--- src/rtl/fp_normalizer.sv ---
// Post-add FP normalizer: carry right-shift on load, then one left shift per cycle.
// Optional round-half-up on the guard bit when FP_NORM_ROUND_EN is defined.
module fp_normalizer #(
  parameter int MANT_W = 8,
  parameter int EXP_W  = 8
) (
  input  logic              clk,
  input  logic              rst_n,
  input  logic              in_valid,
  output logic              in_ready,
  input  logic              sign_in,
  input  logic [MANT_W:0]   mant_in,
  input  logic [EXP_W-1:0]  exp_in,
  output logic              out_valid,
  input  logic              out_ready,
  output logic              sign_out,
  output logic [MANT_W-1:0] mant_out,
  output logic [EXP_W-1:0]  exp_out,
  output logic              zero,
  output logic              ovf,
  output logic              uf
);

  localparam int CW = $clog2(MANT_W);
  localparam logic [CW-1:0] CMAX = CW'(MANT_W - 1);

`ifdef FP_NORM_ROUND_EN
  typedef enum logic [1:0] {IDLE, SHIFT, ROUND, DONE} state_t;
`else
  typedef enum logic [1:0] {IDLE, SHIFT, DONE} state_t;
`endif

  state_t state, nxt;

  logic [MANT_W-1:0] mant;
  logic [EXP_W-1:0]  ex;
  logic [CW-1:0]     cnt;
  logic              sgn, zf, of, uff;
  logic              stop;
  logic [EXP_W-1:0]  ein_inc;
  logic              ein_sat;

  assign ein_inc = exp_in + EXP_W'(1);
  // exponent saturates at all-ones; wrap to zero also counts as overflow
  assign ein_sat = (ein_inc == '1) | (ein_inc == '0);

  assign stop = mant[MANT_W-1] | ~|mant | of | ~|ex | (cnt == CMAX);

`ifdef FP_NORM_ROUND_EN
  logic             guard;
  logic [EXP_W-1:0] ex_inc;
  logic             ex_sat;

  assign ex_inc = ex + EXP_W'(1);
  assign ex_sat = (ex_inc == '1) | (ex_inc == '0);
`endif

  always_ff @(posedge clk or negedge rst_n) begin
    if (!rst_n) state <= IDLE;
    else        state <= nxt;
  end

  always_comb begin
    nxt = state;
    unique case (state)
      IDLE:  if (in_valid) nxt = SHIFT;
`ifdef FP_NORM_ROUND_EN
      SHIFT: if (stop) nxt = ROUND;
      ROUND: nxt = DONE;
`else
      SHIFT: if (stop) nxt = DONE;
`endif
      DONE:  if (out_ready) nxt = IDLE;
      default: nxt = IDLE;
    endcase
  end

  always_comb begin
    in_ready  = (state == IDLE);
    out_valid = (state == DONE);
  end

  always_ff @(posedge clk or negedge rst_n) begin
    if (!rst_n) begin
      mant <= '0;
      ex   <= '0;
      cnt  <= '0;
      sgn  <= 1'b0;
      zf   <= 1'b0;
      of   <= 1'b0;
      uff  <= 1'b0;
`ifdef FP_NORM_ROUND_EN
      guard <= 1'b0;
`endif
    end else begin
      unique case (state)
        IDLE: if (in_valid) begin
          sgn <= sign_in;
          cnt <= '0;
          zf  <= 1'b0;
          of  <= 1'b0;
          uff <= 1'b0;
`ifdef FP_NORM_ROUND_EN
          guard <= 1'b0;
`endif
          if (mant_in == '0) begin
            mant <= '0;
            ex   <= '0;
            zf   <= 1'b1;
          end else if (mant_in[MANT_W]) begin
            if (ein_sat) begin
              mant <= '0;
              ex   <= '1;
              of   <= 1'b1;
            end else begin
              mant <= mant_in[MANT_W:1];
              ex   <= ein_inc;
`ifdef FP_NORM_ROUND_EN
              guard <= mant_in[0];
`endif
            end
          end else begin
            mant <= mant_in[MANT_W-1:0];
            ex   <= exp_in;
          end
        end
        SHIFT: begin
          if (stop) begin
            uff <= ~|ex & ~mant[MANT_W-1] & |mant;
          end else begin
            mant <= {mant[MANT_W-2:0], 1'b0};
            ex   <= ex - EXP_W'(1);
            cnt  <= cnt + CW'(1);
          end
        end
`ifdef FP_NORM_ROUND_EN
        ROUND: if (guard && !of) begin
          if (&mant) begin
            if (ex_sat) begin
              mant <= '0;
              ex   <= '1;
              of   <= 1'b1;
            end else begin
              mant <= {1'b1, {(MANT_W-1){1'b0}}};
              ex   <= ex_inc;
            end
          end else begin
            mant <= mant + MANT_W'(1);
          end
        end
`endif
        default: ;
      endcase
    end
  end

  assign sign_out = sgn;
  assign mant_out = mant;
  assign exp_out  = ex;
  assign zero     = zf;
  assign ovf      = of;
  assign uf       = uff;

endmodule

--- config.mk ---
export PLATFORM = sky130hd
export DESIGN_NAME = fp_normalizer
export DESIGN_NICKNAME = d
export VERILOG_FILES = /design/src/rtl/fp_normalizer.sv
export SDC_FILE = /design/constraint.sdc
export NUM_CORES = 1
export LEC_CHECK = 0
export BUFFER_PORTS_ARGS = -buffer_cell sky130_fd_sc_hd__clkbuf_2
export CAP_MARGIN = 15
export CELL_PAD_IN_SITES_DETAIL_PLACEMENT = 1
export CELL_PAD_IN_SITES_GLOBAL_PLACEMENT = 1
export CORE_MARGIN = 2
export CORE_UTILIZATION = 42
export CTS_CLUSTER_SIZE = 24
export DETAILED_ROUTE_END_ITERATION = 10
export GPL_TIMING_DRIVEN = 0
export HOLD_SLACK_MARGIN = 0.06
export PLACE_DENSITY_LB_ADDON = 0.1
export SYNTH_ARGS = -nofsm -noshare
export SYNTH_HDL_FRONTEND = slang
export SYNTH_SLANG_ARGS = --single-unit
--- constraint.sdc ---
create_clock -name clk -period 3.2 [get_ports clk]
set_clock_uncertainty 0.1 [all_clocks]
set_input_delay 0.32 -clock clk [delete_from_list [all_inputs] [get_ports clk]]
set_output_delay 0.32 -clock clk [all_outputs]
set_load 0.03 [all_outputs]
# After elaboration in Yosys (flattened, before gate mapping)
# Cells that the tools add are included.
[word_totals] input_bits=22 elab_cells=65 reg_bits=25 output_inout_bits=22
[classes] n_eq_ne=8 reduce_logical=12 bitwise=8 add_sub_neg=3 mux=26
[ops] operator="$mux 8" n=10
[ops] operator="$pmux 8 s2" n=2
[ops] operator="$reduce_or 8->1" n=2
[ops] operator="$logic_not 9->1" n=1
[ops] operator="$reduce_and 3->1" n=3
[ops] operator="$add 8x1->8 const B" n=1
[ops] operator="$eq 8x8->1 const B" n=1
[ops] operator="$logic_not 8->1" n=1
[ops] operator="$sub 8x1->8 const B" n=1
[ops] operator="$mux 1" n=6
[ops] operator="$mux 2" n=3
[ops] operator="$mux 3" n=2
[ops] operator="$ne 2x2->1 const B" n=3
[ops] operator="$pmux 2 s3" n=1
[ops] operator="$pmux 3 s2" n=1
[ops] operator="$or 1x1->1" n=5
[ops] operator="$add 3x1->3 const B" n=1
[ops] operator="$eq 3x3->1 const B" n=1
[ops] operator="$and 1x1->1" n=2
[ops] operator="$eq 2x1->1 const B" n=1
[ops] operator="$eq 2x2->1 const B" n=1
[ops] operator="$logic_not 1->1" n=2
[ops] operator="$logic_not 2->1" n=1
[ops] operator="$ne 2x1->1 const B" n=1
[ops] operator="4 further kinds" n=4

# Depth between registers and ports, before layout
# Gate-level depths: netlist of the first run.
[logic_depth] ltp_word=8 depth_mapped=7 mapped_depth_nobuf=7

# Worst setup path after synthesis of the first run
# Ideal clock, no wire load.
[synth_timing] path_type="flip-flop to flip-flop" start="register state[0]" end="register ex[3] (netlist: exp_out[3])" path_slack_ns=1.163 arrival_ns=1.791 n_path_buf=2 period_less_slack_ns=2.037 required_time_ns=2.954 stages_incl_launch_ff=8 cell_sequence="dfrtp_1 > nor2_1 > and2_1 > clkbuf_1 > a21oi_1 > buf_4 > o21ai_0 > o311ai_1"
[synth_between] elab_chain_cells=3 word_cells_on_any_way=7
[synth_lines] item="from (decl)" line_no="33" rtl="state_t state, nxt;"
[synth_lines] item="from (signal assigned)" line_no="60" rtl="else state <= nxt;"
[synth_lines] item="$logic_not 2->1 *"
[synth_lines] item="via in_ready" line_no="10" rtl="output logic in_ready,"
[synth_lines] item="$ne 2x2->1 (no source line) or $reduce_bool 2->1 (tied branches)"
[synth_lines] item="$reduce_and 3->1 (no source line)"
[synth_lines] item="to (signal assigned)" line_no="117" rtl="ex <= ein_inc;"
[synth_lines] item="to (signal assigned)" line_no="124" rtl="ex <= exp_in;"
[synth_lines] item="to (signal assigned)" line_no="132" rtl="ex <= ex - EXP_W'(1);"
[synth_lines] item="to (decl)" line_no="36" rtl="logic [EXP_W-1:0] ex;"
# The timed path passes the listed nets; every way through them passes the cells marked *.
# A chain may end at the register's enable or synchronous reset.

# Final worst setup path of the first run
[layout_timing] start="register ex[4] (netlist: exp_out[4])" end="register ex[3] (netlist: exp_out[3])"
[layout_between] elab_chain_cells=6
[layout_lines] item="$reduce_or 8->1" line_no="47" rtl="assign stop = mant[MANT_W-1] | ~|mant | of | ~|ex | (cnt == CMAX);"
[layout_lines] item="$logic_not 1->1" line_no="47"
[layout_lines] item="$or 1x1->1 (2 in series)" line_no="47"
[layout_lines] item="$ne 2x2->1 (no source line)"
[layout_lines] item="$reduce_and 3->1 (no source line)"
# No other way between the ends.

==> impl_metrics.py, run 1 <==
metrics = {
    "synthesis": {
        "synth_nets": 231,
        "synthCells": 203,
        "synth_top_cell_by_area": "dfrtp_1",
        "synth.top_cells.by_count": "26 x nand2_1, 25 x dfrtp_1, 19 x o21ai_0, 14 x nand3_1, 12 x a21oi_1",
        "avgSynthCellArea_um2": 8.75,
        "synth_cell_type_count": 48,
        "synth_async_sr_flop_share": 1.00,
        "synthFlopType": "dfrtp_1",
        "synth_area_um2": 1780,
        "synth-edff-count": 0,
        "synth_seq_cells": 25,
        "synth_warnings": 0,
        "ys_top_cells_by_area": "dfrtp_1 35%, nand2_1 5.5%, o21ai_0 5.4%",
        "synth_most_common_cell": "nand2_1",
        "netlist.area_leader.share": 0.352,
        "seq_area_frac_synth": 0.352,
    },
    "timing": {
        "timing.fmax_mhz": 462,
        "tightest_slew_ns": 0.693,
        "finalHoldViolCount": 0,
        "relSlewSlack": 0.534,
        "finalSetupTns_ns": 0,
        "rsz0062_at_grt": "false",
        "fin_crit_ns": 2.16,
        "post-route-period-util": 0.676,
        "fin_ws_ns": 1.04,
        "setup_viol": 0,
        "report.final.slew_viol_count": 0,
    },
    "power_and_ir_drop": {
        "switching_share": 0.519,
        "pwr-share-comb": 0.576,
        "ir_worst_vdd_v": 0.000439,
        "internal-power_w": 0.000909,
        "p_leak_nw": 0.940,
        "p_per_area_nw_per_um2": 900,
        "fin_total_pwr_w": 0.00189,
        "pwr-share-seq": 0.321,
        "power_frac_clock": 0.103,
        "p_sw_w": 0.000980,
    },
    "cells_and_area": {
        "nets": 278,
        "final_layout_size_suffix_gt1_frac": 0.241,
        "n_fill_cell": 515,
        "syn_to_final_growth_pct": 18.2,
        "design_area_um2": 2100,
        "diodes": 0,
        "utilization": 0.521,
    },
    "detailed_routing": {
        "routed_wl_mm": 5.12,
        "dr.pass1.iters": 4,
        "drc": 0,
        "antenna_left": 0,
        "vias": 1752,
        "post_drt_via_cell_ratio": 5.86,
        "avgRoutedWirePerCell_um": 17.1,
        "drt_iter0_markers": 69,
    },
    "floorplanning": {
        "io-pin-count": 44,
        "fp-row-count": 23,
        "placeableCoreArea_um2": 4030,
        "die_x_um": 69.0,
        "start_util": 0.441,
        "die-area_um2": 4760,
        "die_y_um": 69.0,
    },
    "critical_path": {
        "cp-end-kind": "flip-flop",
        "critPathRequiredTime_ns": 3.27,
        "cp_slowest_cell": "dfrtp_1",
        "path_max_fanout": 10,
        "worstSetupStartpointType": "flip-flop",
        "worstPathBufferInverterCount": 1,
        "crit_type": "reg2reg",
        "critPathMaxStageDelay_ns": 0.47,
        "ff2ff_setup_slack_ns": 1.04,
        "cp.arrival_ns": 2.23,
        "critPathTopFamily": "compound AO/OA/AOI/OAI gates",
        "crit_chain": "nor4_4, a31oi_4, a21oi_1, buf_4, o21ai_0, o311ai_1",
    },
    "placement": {
        "gp_congestion": 0.891,
        "dp_hpwl_mm": 4.00,
        "port_buffers": 41,
        "post_dp_cell_area_um2": 2040,
        "pre_cts_ws_ns": 0.932,
    },
    "global_route": {
        "grt_max_degree": 26,
        "overflow": 0,
        "grtUsageTotal": 0.219,
        "grt_pass1_vias": 1767,
        "grt_pass1_wl_mm": 8.65,
        "antenna_found_initial": 0,
    },
    "min_path": {
        "min_path_type": "in2reg",
    },
    "cts": {
        "cts_tree": "yes",
        "cts_sinks": 25,
        "postCtsSetupRepairBufs": 0,
        "clkTransAtPathRegs_ns": 0.09,
        "clk_path_buf_depth": 2,
        "cts_hold_buf": 1,
        "htree_levels": 1,
        "clock_latency_ns": 0.27,
        "cts_root_buf": "clkbuf_8",
        "numCtsBuffers": 3,
        "cts_resized": 0,
    },
    "status": {
        "status": "finished clean",
    },
    "run": {
        "drv_cap": 0,
    },
}
## stage by stage
stage,std cells,hold WS (ns)
2_1_floorplan,203,-0.0756
3_3_place_gp,294,0.268
3_5_place_dp,294,0.283
4_1_cts,299,0.148
5_1_grt,299,0.174
6_report,299,0.142
## layout make-up
cell class | count | area, µm² | share of cell area
Sequential cell | 25 | 626 | 0.298
Timing Repair Buffer | 42 | 215 | 0.103
Multi-Input combinational cell | 160 | 1070 | 0.509
Clock buffer | 4 | 45.0 | 0.0215
Tap cell | 50 | 62.6 | 0.0298
Inverter | 8 | 30.0 | 0.0143
Buffer | 10 | 52.6 | 0.0250
## cells in the final DEF, fill, tap and decap left out, types with 3 or more instances in the layout
cell,instances
a21o_1,3
a21oi_1,12
a221o_1,7
a22o_1,3
a31oi_1,4
and2_1,3
buf_2,3
clkbuf_1,6
clkbuf_2,41
clkbuf_8,3
dfrtp_1,25
ha_1,6
inv_1,8
nand2_1,26
nand2b_1,4
nand3_1,14
nor2_1,8
nor2b_1,6
nor3_1,5
nor4_1,4
o21ai_0,19
o31ai_1,3
## layer usage
| metal | part of all wire | vias up | routed length (µm) | global-route usage |
|---|---|---|---|---|
| met5 | 0 | - | 0 | 0 |
| met4 | 0.0057 | 0 | 29 | 0.0327 |
| met3 | 0.027 | 4 | 137 | 0.0234 |
| met2 | 0.46 | 31 | 2340 | 0.370 |
| met1 | 0.51 | 853 | 2620 | 0.309 |
| li1 | - | 864 | - | - |
## state kept, by name, indices dropped and copies added (netlist names)
register  count
state         2
ovf           1
uf            1
cnt           3
mant_out      8
exp_out       8
zero          1
sign_out      1
## cells by family (layout without fill, tap and decap cells)
logic type                 after synthesis  in the layout  share of synthesized area
and+or+nand+nor                         84             84                      0.269
AOI/OAI and AO/OA                       69             69                      0.285
DFF                                     25             25                      0.352
buffers and inverters                   18             64                     0.0465
adders and majority gates                6              6                     0.0423
muxes                                    1              1                    0.00564
## final timing paths
path / startpoint / to / cells past startpoint
hold / removal: sign_in / sign_out / 3
setup reg to reg: exp_out[4] / exp_out[3] / 6
max in group asynchronous: rst_n / exp_out[4] / 2
hold reg to reg: sign_out / sign_out / 2
setup / recovery: exp_out[4] / exp_out[3] / 6
min in group asynchronous: rst_n / sign_out / 2
## tightest hold or removal path, stage by stage
cell      delay (ns)
clkbuf_2        0.08
nand2_1         0.04
nand2_1         0.05
## power by group through the flow
| stage | Combinational [W] | Clock, W | Sequential [W] |
|---|---|---|---|
| after detailed placement | 0.00108 | 0 | 0.000612 |
| after CTS | 0.00110 | 0.000198 | 0.000605 |
| after floorplan | 0.000578 | 0 | 0.000786 |
| after global placement | 0.00107 | 0 | 0.000608 |
| final | 0.00109 | 0.000195 | 0.000607 |
| after global routing | 0.00119 | 0.000209 | 0.000632 |
Note: power is estimated with default switching activity, not from simulation.
==> run 2, diff against run 1 <==
CORE_UTILIZATION = 39   (was 42)
clock period = 2.26 ns   (was 3.2 ns; I/O delays follow)
==> run 2 against run 1 <==
Sequential power increased by 45%. Sequential share of layout area decreased by 0.64 points. Setup slack got worse by 0.93 ns. Non-clock buffer count increased by 1. Via count increased by 3.7%.
==> impl_metrics.py, run 2 (synthesis results as in run 1) <==
metrics = {
    "cells_and_area": {
        "diodes": 0,
        "layout.cells.non_filler": 302,
        "design_area_um2": 2140,
        "nets": 279,
        "final_layout_size_suffix_gt1_frac": 0.248,
        "final_common_cell": "clkbuf_2",
        "syn_to_final_growth_pct": 20.8,
        "n_fill_cell": 553,
        "layout_common_cells": "41 x clkbuf_2, 26 x nand2_1, 25 x dfrtp_1",
        "utilization": 0.489,
    },
    "detailed_routing": {
        "drc": 0,
        "routed_wl_mm": 5.52,
        "antenna_left": 0,
        "vias": 1816,
        "drt_iter0_markers": 84,
        "avgRoutedWirePerCell_um": 18.3,
        "dr.pass1.iters": 4,
        "post_drt_via_cell_ratio": 6.01,
    },
    "cts": {
        "cts_root_buf": "clkbuf_8",
        "clock_latency_ns": 0.27,
        "cts_sinks": 25,
        "clk_path_buf_depth": 2,
        "numCtsBuffers": 3,
        "clkTransAtPathRegs_ns": 0.09,
        "cts_tree": "yes",
        "htree_levels": 1,
    },
    "timing": {
        "finalHoldViolCount": 0,
        "setup_viol": 0,
        "report.final.slew_viol_count": 0,
        "timing.fmax_mhz": 464,
        "relSlewSlack": 0.565,
        "fin_crit_ns": 2.16,
        "finalSetupTns_ns": 0,
        "post-route-period-util": 0.954,
        "rsz0062_at_grt": "false",
        "tightest_slew_ns": 0.653,
    },
    "global_route": {
        "antenna_found_initial": 0,
        "grt_max_degree": 26,
        "grtUsageTotal": 0.217,
        "grt_pass1_vias": 1753,
        "overflow": 0,
        "grt_pass1_wl_mm": 8.88,
    },
    "power_and_ir_drop": {
        "ir_worst_vdd_v": 0.000338,
        "p_leak_nw": 0.943,
        "fin_total_pwr_w": 0.00275,
        "p_per_area_nw_per_um2": 1280,
    },
    "critical_path": {
        "path_max_fanout": 10,
        "worstSetupStartpointType": "flip-flop",
        "cp.arrival_ns": 2.21,
        "crit_type": "reg2reg",
        "critPathRequiredTime_ns": 2.32,
        "cp-end-kind": "flip-flop",
    },
    "floorplanning": {
        "fp-row-count": 24,
        "io-pin-count": 44,
        "die_y_um": 71.5,
        "placeableCoreArea_um2": 4380,
        "die-area_um2": 5110,
        "start_util": 0.405,
        "die_x_um": 71.5,
    },
    "placement": {
        "dp_hpwl_mm": 4.14,
        "gp_congestion": 0.836,
        "dp.cells": 296,
        "port_buffers": 41,
        "post_dp_cell_area_um2": 2050,
    },
    "run": {
        "drv_cap": 0,
    },
    "status": {
        "status": "finished clean",
    },
    "min_path": {
        "min_path_type": "in2reg",
    },
}
[run 2: path summary, 6_finish.rpt]
path | start | end | slack [ns] | depth (start not counted)
hold reg to reg | zero | zero | 0.40 | 2
hold / removal | out_ready | state[1] | 0.10 | 3
setup reg to reg | cnt[0] | mant_out[5] | 0.10 | 7
max in group asynchronous | rst_n | cnt[1] | 1.23 | 2
min in group asynchronous | rst_n | state[0] | 0.40 | 2
setup / recovery | cnt[0] | mant_out[5] | 0.10 | 7
[run 2: metal layers]
metal  vias to the layer above  wire length, µm  global-route usage
met1                       910             2610               0.309
met3                         2              204              0.0239
met2                        41             2700               0.361
met4                         0               13              0.0398
met5                         -                0                   0
li1                        863                -                   -
[run 2: repair_timing]
| action | CTS | global route |
|---|---|---|
| buffers inserted | 0 | 0 |
| hold endpoints to repair | 26 | 0 |
| hold buffers | 2 | 0 |
| gates resized for setup | 0 | 6 |
| setup endpoints to repair | 0 | 13 |
[run 2: stage by stage]
| stage | worst slack, ns | hold WS (ns) |
|---|---|---|
| after detailed placement | 0.0710 | 0.187 |
| after global routing | 0.00166 | 0.101 |
| after CTS | 0.0453 | 0.101 |
| after global placement | 0.0757 | 0.186 |
| final | 0.103 | 0.104 |
| after floorplan | 0.223 | -0.170 |
[run 2: layout make-up]
cell class	instances	area (µm²)	area share
buffer	10	57.6	0.0268
clock buffer	4	45.0	0.0210
inverter	8	30.0	0.0140
multi-input combinational	160	1100	0.511
sequential	25	626	0.292
tap	52	65.1	0.0303
timing repair buffer	43	225	0.105
[run 2: report_power, final]
| part | internal [W] | switching (W) |
|---|---|---|
| Sequential | 0.000633 | 0.000247 |
| Clock | 0.000126 | 0.000148 |
| Combinational | 0.000555 | 0.00104 |
[run 2: worst max-delay path: stages, from the launching register on]
cell and delay [ns]:
dfrtp_1 0.40, ha_1 0.20, ha_1 0.22, a2111oi_4 0.26
and2_1 0.23, clkbuf_4 0.23, o21ai_0 0.13, a221o_1 0.28
